===== src/rtl/clk_div_pkg.sv =====
// clk_div_pkg: shared widths, divisor floor and clamp helper for the programmable divider
package clk_div_pkg;
    localparam int DIV_W_DEF = 8;
    localparam int unsigned DIV_MIN = 2;
    function automatic int unsigned clamp_div(input int unsigned d);
        return (d < DIV_MIN) ? DIV_MIN : d;
    endfunction
endpackage


===== src/rtl/clk_div_prog_if.sv =====
// clk_div_prog_if: control/status bundle of the programmable clock divider
interface clk_div_prog_if #(parameter int DIV_W = clk_div_pkg::DIV_W_DEF);
    logic             EN;
    logic [DIV_W-1:0] DIV;
    logic             DIV_LD;
    logic             CLKOUT;
    logic             CE_PULSE;
    logic             DIV_PEND;
    logic [DIV_W-1:0] DIV_ACT;
    modport master (output EN, DIV, DIV_LD, input CLKOUT, CE_PULSE, DIV_PEND, DIV_ACT);
    modport slave  (input EN, DIV, DIV_LD, output CLKOUT, CE_PULSE, DIV_PEND, DIV_ACT);
endinterface


===== src/rtl/clk_div_core.sv =====
// clk_div_core: period counter with wrap/fall compares driving the divided clock and CE strobe
module clk_div_core #(
    parameter int DIV_W = 8
) (
    input  logic             clk,
    input  logic             rst_n,
    input  logic             en,
    input  logic [DIV_W-1:0] n,
    output logic             clkout,
    output logic             ce,
    output logic             wrap
);
    logic [DIV_W-1:0] cnt;
    logic [DIV_W-1:0] h;
    logic             fall;
    assign h    = n >> 1;
    assign wrap = en && (cnt == n - DIV_W'(1));
    assign fall = en && (cnt == h - DIV_W'(1)) && !wrap;
    always_ff @(posedge clk or negedge rst_n) begin
        if (!rst_n) begin
            cnt    <= '0;
            clkout <= 1'b0;
            ce     <= 1'b0;
        end else begin
            ce <= wrap;
            if (en) begin
                cnt    <= wrap ? '0 : cnt + DIV_W'(1);
                clkout <= wrap | (clkout & ~fall);
            end
        end
    end
endmodule


===== src/rtl/clk_div_prog.sv =====
// clk_div_prog: runtime-programmable integer clock divider, divisor swaps only at period boundaries.
// Define CLK_DIV_DUTY50_ODD_EN to stretch odd-N high phase by half a CLKIN cycle for 50% duty.
module clk_div_prog
    import clk_div_pkg::*;
#(
    parameter int DIV_W       = DIV_W_DEF,
    parameter int DIV_DEFAULT = 4
) (
    input  logic          CLKIN,
    input  logic          ACLR_L,
    clk_div_prog_if.slave bus
);
    logic [DIV_W-1:0] div_act;
    logic [DIV_W-1:0] pend_val;
    logic [DIV_W-1:0] div_c;
    logic             pend;
    logic             wrap;
    logic             clk_pos;
    assign div_c = DIV_W'(clamp_div(32'(bus.DIV)));
    clk_div_core #(.DIV_W(DIV_W)) u_core (
        .clk    (CLKIN),
        .rst_n  (ACLR_L),
        .en     (bus.EN),
        .n      (div_act),
        .clkout (clk_pos),
        .ce     (bus.CE_PULSE),
        .wrap   (wrap)
    );
    // a load landing on the wrap edge bypasses the pending slot entirely
    always_ff @(posedge CLKIN or negedge ACLR_L) begin
        if (!ACLR_L) begin
            div_act  <= DIV_W'(DIV_DEFAULT);
            pend_val <= '0;
            pend     <= 1'b0;
        end else if (wrap) begin
            div_act <= bus.DIV_LD ? div_c : pend ? pend_val : div_act;
            pend    <= 1'b0;
        end else if (bus.DIV_LD) begin
            pend_val <= div_c;
            pend     <= 1'b1;
        end
    end
    assign bus.DIV_ACT  = div_act;
    assign bus.DIV_PEND = pend;
`ifdef CLK_DIV_DUTY50_ODD_EN
    logic clk_neg;
    always_ff @(negedge CLKIN or negedge ACLR_L) begin
        if (!ACLR_L) clk_neg <= 1'b0;
        else         clk_neg <= clk_pos;
    end
    assign bus.CLKOUT = clk_pos | (div_act[0] & clk_neg);
`else
    assign bus.CLKOUT = clk_pos;
`endif
endmodule


===== src/flat_wrapper.sv =====
// flat-port wrapper written by rule: the top's interface ports become plain ports
module clk_div_prog_flat import clk_div_pkg::*;
#(
    parameter int DIV_W       = DIV_W_DEF,
    parameter int DIV_DEFAULT = 4
)
  (CLKIN, ACLR_L, bus_EN, bus_DIV, bus_DIV_LD, bus_CLKOUT, bus_CE_PULSE, bus_DIV_PEND, bus_DIV_ACT);
  clk_div_prog_if #(.DIV_W(DIV_W)) bus_i ();
  input  logic CLKIN;
  input  logic ACLR_L;
  input wire logic [$bits(bus_i.EN)-1:0] bus_EN;
  input wire logic [$bits(bus_i.DIV)-1:0] bus_DIV;
  input wire logic [$bits(bus_i.DIV_LD)-1:0] bus_DIV_LD;
  output wire logic [$bits(bus_i.CLKOUT)-1:0] bus_CLKOUT;
  output wire logic [$bits(bus_i.CE_PULSE)-1:0] bus_CE_PULSE;
  output wire logic [$bits(bus_i.DIV_PEND)-1:0] bus_DIV_PEND;
  output wire logic [$bits(bus_i.DIV_ACT)-1:0] bus_DIV_ACT;
  assign bus_i.EN = bus_EN;
  assign bus_i.DIV = bus_DIV;
  assign bus_i.DIV_LD = bus_DIV_LD;
  assign bus_CLKOUT = bus_i.CLKOUT;
  assign bus_CE_PULSE = bus_i.CE_PULSE;
  assign bus_DIV_PEND = bus_i.DIV_PEND;
  assign bus_DIV_ACT = bus_i.DIV_ACT;
  clk_div_prog #(.DIV_W(DIV_W), .DIV_DEFAULT(DIV_DEFAULT)) u_core (.CLKIN(CLKIN), .ACLR_L(ACLR_L), .bus(bus_i));
endmodule

===== config.mk =====
export PLATFORM = sky130hd
export DESIGN_NAME = clk_div_prog_flat
export DESIGN_NICKNAME = d
export VERILOG_FILES = /design/src/rtl/clk_div_pkg.sv /design/src/rtl/clk_div_prog_if.sv /design/src/rtl/clk_div_core.sv /design/src/rtl/clk_div_prog.sv /design/src/flat_wrapper.sv
export SDC_FILE = /design/constraint.sdc
export NUM_CORES = 1
export LEC_CHECK = 0
export ABC_CLOCK_PERIOD_IN_PS = 4100
export CAP_MARGIN = 20
export CORE_MARGIN = 2
export CORE_UTILIZATION = 45
export DETAILED_ROUTE_END_ITERATION = 6
export PLACE_DENSITY = 0.67
export SETUP_SLACK_MARGIN = 0.02
export SYNTH_ARGS = -nofsm -noshare
export SYNTH_HDL_FRONTEND = slang
export SYNTH_SLANG_ARGS = --single-unit

===== constraint.sdc =====
create_clock -name CLKIN -period 4.1 [get_ports CLKIN]
set_input_delay 1.23 -clock CLKIN [delete_from_list [all_inputs] [get_ports CLKIN]]
set_output_delay 1.23 -clock CLKIN [all_outputs]
set_load 0.01 [all_outputs]

**Yosys cells after proc, flatten, opt, wreduce, memory -nomap -nowiden**

Index checks and enable logic that the tools add are counted.

- Register bits: 27
- Input port bits: 12
- Output and inout port bits: 11
- Logic and storage cells: 30

- Add/subtract/negate cells: 3
- Order comparisons: 1
- Eq/ne operators: 2
- Mux-type cells: 6
- Bitwise operators: 4
- Reductions and logical operators: 8

Operator list:

| kind | count |
|---|---|
| 8-bit 2-to-1 mux | 4 |
| 8-bit == test | 2 |
| 8-bit by 1-bit adder with 8-bit output (second input constant) | 1 |
| 8-bit by 2-bit less-than comparator with 1-bit output (second input constant) | 1 |
| 7-bit by 1-bit subtractor with 8-bit output (second input constant) | 1 |
| 8-bit by 1-bit subtractor with 8-bit output (second input constant) | 1 |
| 2-bit AND reduction | 2 |
| 2-bit nonzero test | 2 |
| 1-bit logical AND | 3 |
| 1-bit 2-to-1 mux | 2 |
| 1-bit inverter | 2 |
| 1-bit AND | 1 |
| 1-bit logical NOT | 1 |
| 1-bit bitwise OR | 1 |

**Depth between registers and ports, before layout**

Gate-level depths: netlist of the first run.

- Word-level depth: 8
- Gate-level depth with buffers: 8

**Cells and area by module**

A second synthesis of the first run with hierarchy kept.

- Cell total of the unflattened synthesis: 173
- Area, all modules: 1686.6 µm²

Modules (own cells, without submodules):

| module | times used | cells an instance | area each (µm²) |
|---|---|---|---|
| clk_div_core | 1 | 104 | 912.1 |
| clk_div_prog | 1 | 69 | 774.5 |

**Least setup slack after synthesis of the first run**

No wires, ideal clock.

- Path kind: input to register
- Start: input bus_EN
- End: register u_core.pend_val[0]
- Data arrival time: 2.666 ns
- Required time: 3.975 ns
- Setup slack: 1.310 ns
- Stages on the path: 4
- Buffers on the path: 1
- Cell sequence: clkbuf_1 > o2111ai_4 > o41ai_4 > mux2_2

- Longest elaborated chain between the ends: 3

RTL lines:

| element | RTL line | text |
|---|---|---|
| start: declaration | flat_wrapper.sv:11 | `input wire logic [$bits(bus_i.EN)-1:0] bus_EN;` |
| 1-bit logical AND | clk_div_core.sv:17 | `assign wrap = en && (cnt == n - DIV_W'(1));` |
| 1-bit inverter (no source line) | n/a |  |
| 2-bit AND reduction (no source line) | n/a |  |
| end signal: assignment | clk_div_prog.sv:39 | `pend_val <= div_c;` |
| end: declaration | clk_div_prog.sv:14 | `logic [DIV_W-1:0] pend_val;` |

Every way passes these cells.
A chain may end at the register's enable or synchronous reset.

**Worst setup path in the final report of the first run**

- Start: input bus_EN
- End: register u_core.pend_val[7]

The elaborated chain is that of the path after synthesis.

==> impl_metrics.ini, run 1 <==
[status]
outcome = finished, final reports clean

[timing]
setup_viol = 0
max_freq_mhz = 325.1
relSlewSlack_pct = 49.24
hold_viol = 0
slew_violations = 0
final.setup.tns_ps = 0
rsz0062_at_grt = no
min_period_ps = 3076
skew_ps = 2.977
tightest_slew_ps = 755.1
post-route-period-util_pct = 75.01
fin_ws_ps = 1024

[critical_path]
crit_required_ps = 4260
crit_arrival_ps = 3230
crit_path_end_kind = register
r2r_start = u_core.bus.DIV_ACT[2]
worstPathMaxFanout = 9
startpoint_type = primary input
path_cells = clkdlybuf4s50_1 > o2111ai_4 > o41ai_4 > mux2_2
setup.worst_path.class = in -> reg
r2r_end = u_core.pend_val[7]
critPathLaunch = bus_EN
slowest_stage = o41ai_4
max_stage_delay_ps = 680
reg2reg_slack_ps = 1300
ff2ff_path_depth = 7
crit_end = u_core.pend_val[7]

[clock_tree]
cts_tree = yes
cts_max_level = 1
clock_sinks = 27
numCtsBuffers = 3
clock_path_buffers = 2
cts_setup_buffers = 0
path_clk_slew_ps = 90
worstSkewPairLatency_ps = 270
hold_buffers = 0
cts_resized = 0
cts_root_buf = clkbuf_8

[routing]
wl_per_cell_um = 15.38
drt_iter0_drc = 48
drc = 0
via_per_inst = 5.744
vias = 1413
postRouteAntennaNets = 0
drt-pass1-iter-count = 4
wirelength_mm = 3.784

[finish]
drive_above_1_share_pct = 12.12
area_delta_synth_final_pct = 15.83
diodes = 0
finish.utilization_pct = 54.95
layout.nets = 214
num-fill-cells = 349

[pwr]
max-vdd-ir-drop_mv = 0.2230
powerDensity_mw_per_mm2 = 698.5
total_leakage_power_nw = 0.8257
total_power_mw = 1.426

[placed_design]
dp_hpwl_mm = 2.831
place_congestion = 0.9375
io_buffers = 22
place_ws_ps = 719.6

[synthesis]
synth_common_cells = dfrtp_1 (26), nor2_1 (21), nand2_1 (14), xnor2_1 (13)
synthArstFlopShare_pct = 100.0
synth_top_area_share_pct = 36.91
post-synth-top-count-cell = dfrtp_1
avgSynthCellArea_um2 = 9.686
ys_ff_latch = 27
synth_area_mm2 = 0.001763
ys_warn_count = 0
ys_seq_area_share_pct = 38.40
synthesis.nets = 197
synthCells = 182
synth-main-ff-cell = dfrtp_1
synth_edf_count = 0
synthTopCellsByArea = dfrtp_1 (37%), xnor2_1 (6.5%), mux2_2 (5.7%)
synth_cell_types = 48
synth_top_cell_by_area = dfrtp_1

[floorplanning]
initial_utilization_pct = 47.44
die_area_mm2 = 0.004434
io_pins = 23
core.rowCount = 22
design.core.area_mm2 = 0.003716
die_x_um = 66.59
die_y_um = 66.59

[grt]
grtUsageTotal_pct = 18.68
first_global_vias = 1421
grt_pass1_wl_mm = 6.423
grt_antenna_before_repair = 0
gr-total-overflow = 0
grt_max_degree = 28

[worst_hold_path]
hp-class = reg -> reg

[flow_run]
drv_cap = 0
## critical path, delay by kind of cell
kind,cells,cell delay (ps)
multiplexers,1,410
AO/OA/AOI/OAI,2,920
buffers and inverters,1,670
## state kept, by name, summed over array words and instances (netlist names)
register and cells:
u_core.bus.DIV_PEND 1, u_core.u_core.clkout 1, u_core.u_core.cnt 8, u_core.u_core.ce 1
u_core.bus.DIV_ACT 8, u_core.pend_val 8
## metal layers
layer	GRT usage, %	wire length (µm)	vias to the layer above
met5	0	0	-
li1	-	-	671
met3	2.534	160	8
met1	23.13	1607	693
met2	33.75	1959	41
met4	5.102	57	0
## through the flow
stage	cell area [µm²]	hold slack, ps	instances
after floorplan	1763	471.1	182
after global placement	1997	464.2	242
after detailed placement	1997	469.8	242
after CTS	2042	496.0	246
after global routing	2042	506.8	246
final	2042	489.1	246
## area by class of cell
class	count	area (µm²)	share of cell area [%]
Clock buffer	4	45.04	2.206
Inverter	7	26.28	1.287
Multi-Input combinational cell	136	998.5	48.90
Sequential cell	27	676.9	33.15
Tap cell	48	60.06	2.941
Timing Repair Buffer	24	235.2	11.52
## layout by cell type, fill, tap and decap left out, types with 4 or more instances in the layout
| master | synthesis | final |
|---|---|---|
| clkdlybuf4s50_1 | 0 | 22 |
| xor2_1 | 9 | 9 |
| nand2_1 | 14 | 14 |
| dfrtp_1 | 26 | 26 |
| a21o_1 | 4 | 4 |
| o21ai_0 | 8 | 8 |
| mux2_2 | 9 | 9 |
| nor2_1 | 21 | 21 |
| xnor2_1 | 13 | 13 |
| inv_1 | 7 | 7 |
| a2bb2oi_1 | 7 | 7 |
## how the worst min path moves through the flow
| stage | start | end | cells after the start |
|---|---|---|---|
| after floorplan | u_core.pend_val[1] | u_core.pend_val[1] | 1 |
| after global placement | u_core.u_core.clkout | u_core.u_core.clkout | 1 |
| after detailed placement | u_core.u_core.clkout | u_core.u_core.clkout | 1 |
| after CTS | u_core.u_core.clkout | u_core.u_core.clkout | 1 |
| after global routing | u_core.u_core.clkout | u_core.u_core.clkout | 1 |
| final | u_core.u_core.clkout | u_core.u_core.clkout | 1 |
## kinds of logic (layout without fill, tap and decap cells)
kind of cell | Yosys count | after routing | synth area share (%)
flip-flops | 27 | 27 | 38.40
AO/OA/AOI/OAI | 37 | 37 | 17.11
AND/OR/NAND/NOR | 64 | 64 | 19.80
multiplexers | 9 | 9 | 5.749
adder cells (fa/ha/maj) | 3 | 3 | 2.129
buffers and inverters | 19 | 35 | 4.968
XOR/XNOR | 23 | 23 | 11.85
## report_power, final
| part | switching [mW] | leakage [nW] | internal (mW) |
|---|---|---|---|
| clock | 0.0796 | 0.0228 | 0.0696 |
| sequential | 0.186 | 0.327 | 0.352 |
| combinational | 0.358 | 0.476 | 0.381 |
| total | 0.623 | 0.826 | 0.803 |
Note: power is estimated with default switching activity, not from simulation.
==> run 2: changes to the inputs <==
ABC_CLOCK_PERIOD_IN_PS = 2600   (was 4100)
PLACE_DENSITY = 0.7   (was 0.67)
clock period = 2.6 ns   (was 4.1 ns; I/O delays follow)
==> impl_metrics.ini, run 2 (synthesis gave the netlist of run 1 again) <==
[status]
outcome = finished, final reports clean

[pwr]
p_seq_share_pct = 33.3
comb_power_share_pct = 56.1
p_sw_mw = 1.008
cell_internal_pwr_mw = 1.327
powerDensity_mw_per_mm2 = 1103
max-vdd-ir-drop_mv = 0.4177
total_leakage_power_nw = 0.8751
swShare_pct = 43.17
clkPwrFrac_pct = 10.6

[routing]
wirelength_mm = 3.898
vias = 1422
drc = 0
wl_per_cell_um = 15.23
drt-pass1-iter-count = 4
via_per_inst = 5.555
postRouteAntennaNets = 0
drt_iter0_drc = 70

[finish]
drive_above_1_share_pct = 16.35
layout.nets = 224
final_common_cell = dfrtp_1
diodes = 0
num-fill-cells = 338
layout_common_cells = dfrtp_1 (26), clkdlybuf4s50_1 (22), nor2_1 (21), nand2_1 (14), xnor2_1 (13)
finish.utilization_pct = 56.97
area_delta_synth_final_pct = 20.09

[placed_design]
io_buffers = 22
place_ws_ps = 76.73
place_congestion = 0.8094
dp_hpwl_mm = 2.963

[clock_tree]
clock_sinks = 27
worstSkewPairLatency_ps = 270
clock_path_buffers = 2
cts_setup_buffers = 0
cts_tree = yes
numCtsBuffers = 3
path_clk_slew_ps = 100
cts_resized = 0
cts_max_level = 1
hold_buffers = 0
cts_root_buf = clkbuf_8

[grt]
grt_pass1_wl_mm = 6.879
grt_antenna_before_repair = 0
grtUsageTotal_pct = 20.01
grt_max_degree = 28
gr-total-overflow = 0
first_global_vias = 1449

[critical_path]
crit_arrival_ps = 2620
startpoint_type = register
worstPathMaxFanout = 8
setup.worst_path.class = reg -> reg
reg2reg_slack_ps = 150
crit_path_end_kind = register
crit_required_ps = 2770

[timing]
slew_violations = 0
skew_ps = 4.315
tightest_slew_ps = 399.0
relSlewSlack_pct = 73.31
hold_viol = 0
rsz0062_at_grt = no
min_period_ps = 2451
max_freq_mhz = 408.0
final.setup.tns_ps = 0
setup_viol = 0
post-route-period-util_pct = 94.28
fin_ws_ps = 148.8

[worst_hold_path]
hp-class = reg -> reg

[floorplanning]
initial_utilization_pct = 47.44
die_x_um = 66.59
design.core.area_mm2 = 0.003716
die_y_um = 66.59
io_pins = 23
die_area_mm2 = 0.004434
core.rowCount = 22

[flow_run]
drv_cap = 0
## run 2: cell count changes in the layout (fill, tap and decap cells not counted), sizes merged
cell / previous run / this run
buf: 2 / 12
## run 2: worst max-delay path, stage by stage, from the launching register on
cell	delay [ps]
dfstp_2	540
inv_1	60
ha_1	250
nor2b_1	170
xnor2_1	230
o2111ai_4	170
o41ai_4	360
buf_4	220
mux2_2	350
## run 2: per-stage QoR
stage | cells | hold slack [ps] | area [µm²] | total power [mW]
finish | 256 | 512.3 | 2117 | 2.334
floorplan | 182 | 471.1 | 1763 | 1.689
global route | 256 | 533.0 | 2117 | 2.515
detailed placement | 252 | 487.3 | 2072 | 2.078
CTS | 256 | 509.7 | 2117 | 2.328
global placement | 252 | 460.6 | 2072 | 2.034
## run 2: power groups by stage
| stage | Combinational, mW | Clock, mW | Sequential (mW) |
|---|---|---|---|
| floorplan | 0.990 | 0 | 0.700 |
| detailed placement | 1.30 | 0 | 0.780 |
| global placement | 1.26 | 0 | 0.770 |
| finish | 1.31 | 0.248 | 0.778 |
| global route | 1.44 | 0.272 | 0.804 |
| CTS | 1.31 | 0.248 | 0.773 |
## run 2: worst paths after layout
kind                                        from               endpoint  cells after the start
max                        u_core.bus.DIV_ACT[2]     u_core.pend_val[3]                      8
min                         u_core.u_core.clkout   u_core.u_core.clkout                      1
max reg2reg                u_core.bus.DIV_ACT[2]     u_core.pend_val[3]                      8
min reg2reg                 u_core.u_core.clkout   u_core.u_core.clkout                      1
max in group asynchronous                 ACLR_L  u_core.bus.DIV_ACT[2]                      2
min in group asynchronous                 ACLR_L   u_core.u_core.cnt[6]                      2
## run 2: area by class of cell
class	instances	area (µm²)	area share, %
timing repair buffer	34	310.3	14.66
inverter	7	26.28	1.241
sequential	27	676.9	31.97
tap	48	60.06	2.837
clock buffer	4	45.04	2.128
multi-input combinational	136	998.5	47.16
## run 2: per-layer routing
| layer | wire length, µm | track usage (%) | vias to the layer above | part of all wire, % |
|---|---|---|---|---|
| met5 | 0 | 0 | - | 0 |
| met2 | 2006 | 36.13 | 34 | 51 |
| li1 | - | - | 696 | - |
| met3 | 127 | 2.703 | 0 | 3.3 |
| met4 | 0 | 2.806 | 0 | 0 |
| met1 | 1764 | 25.97 | 692 | 45 |
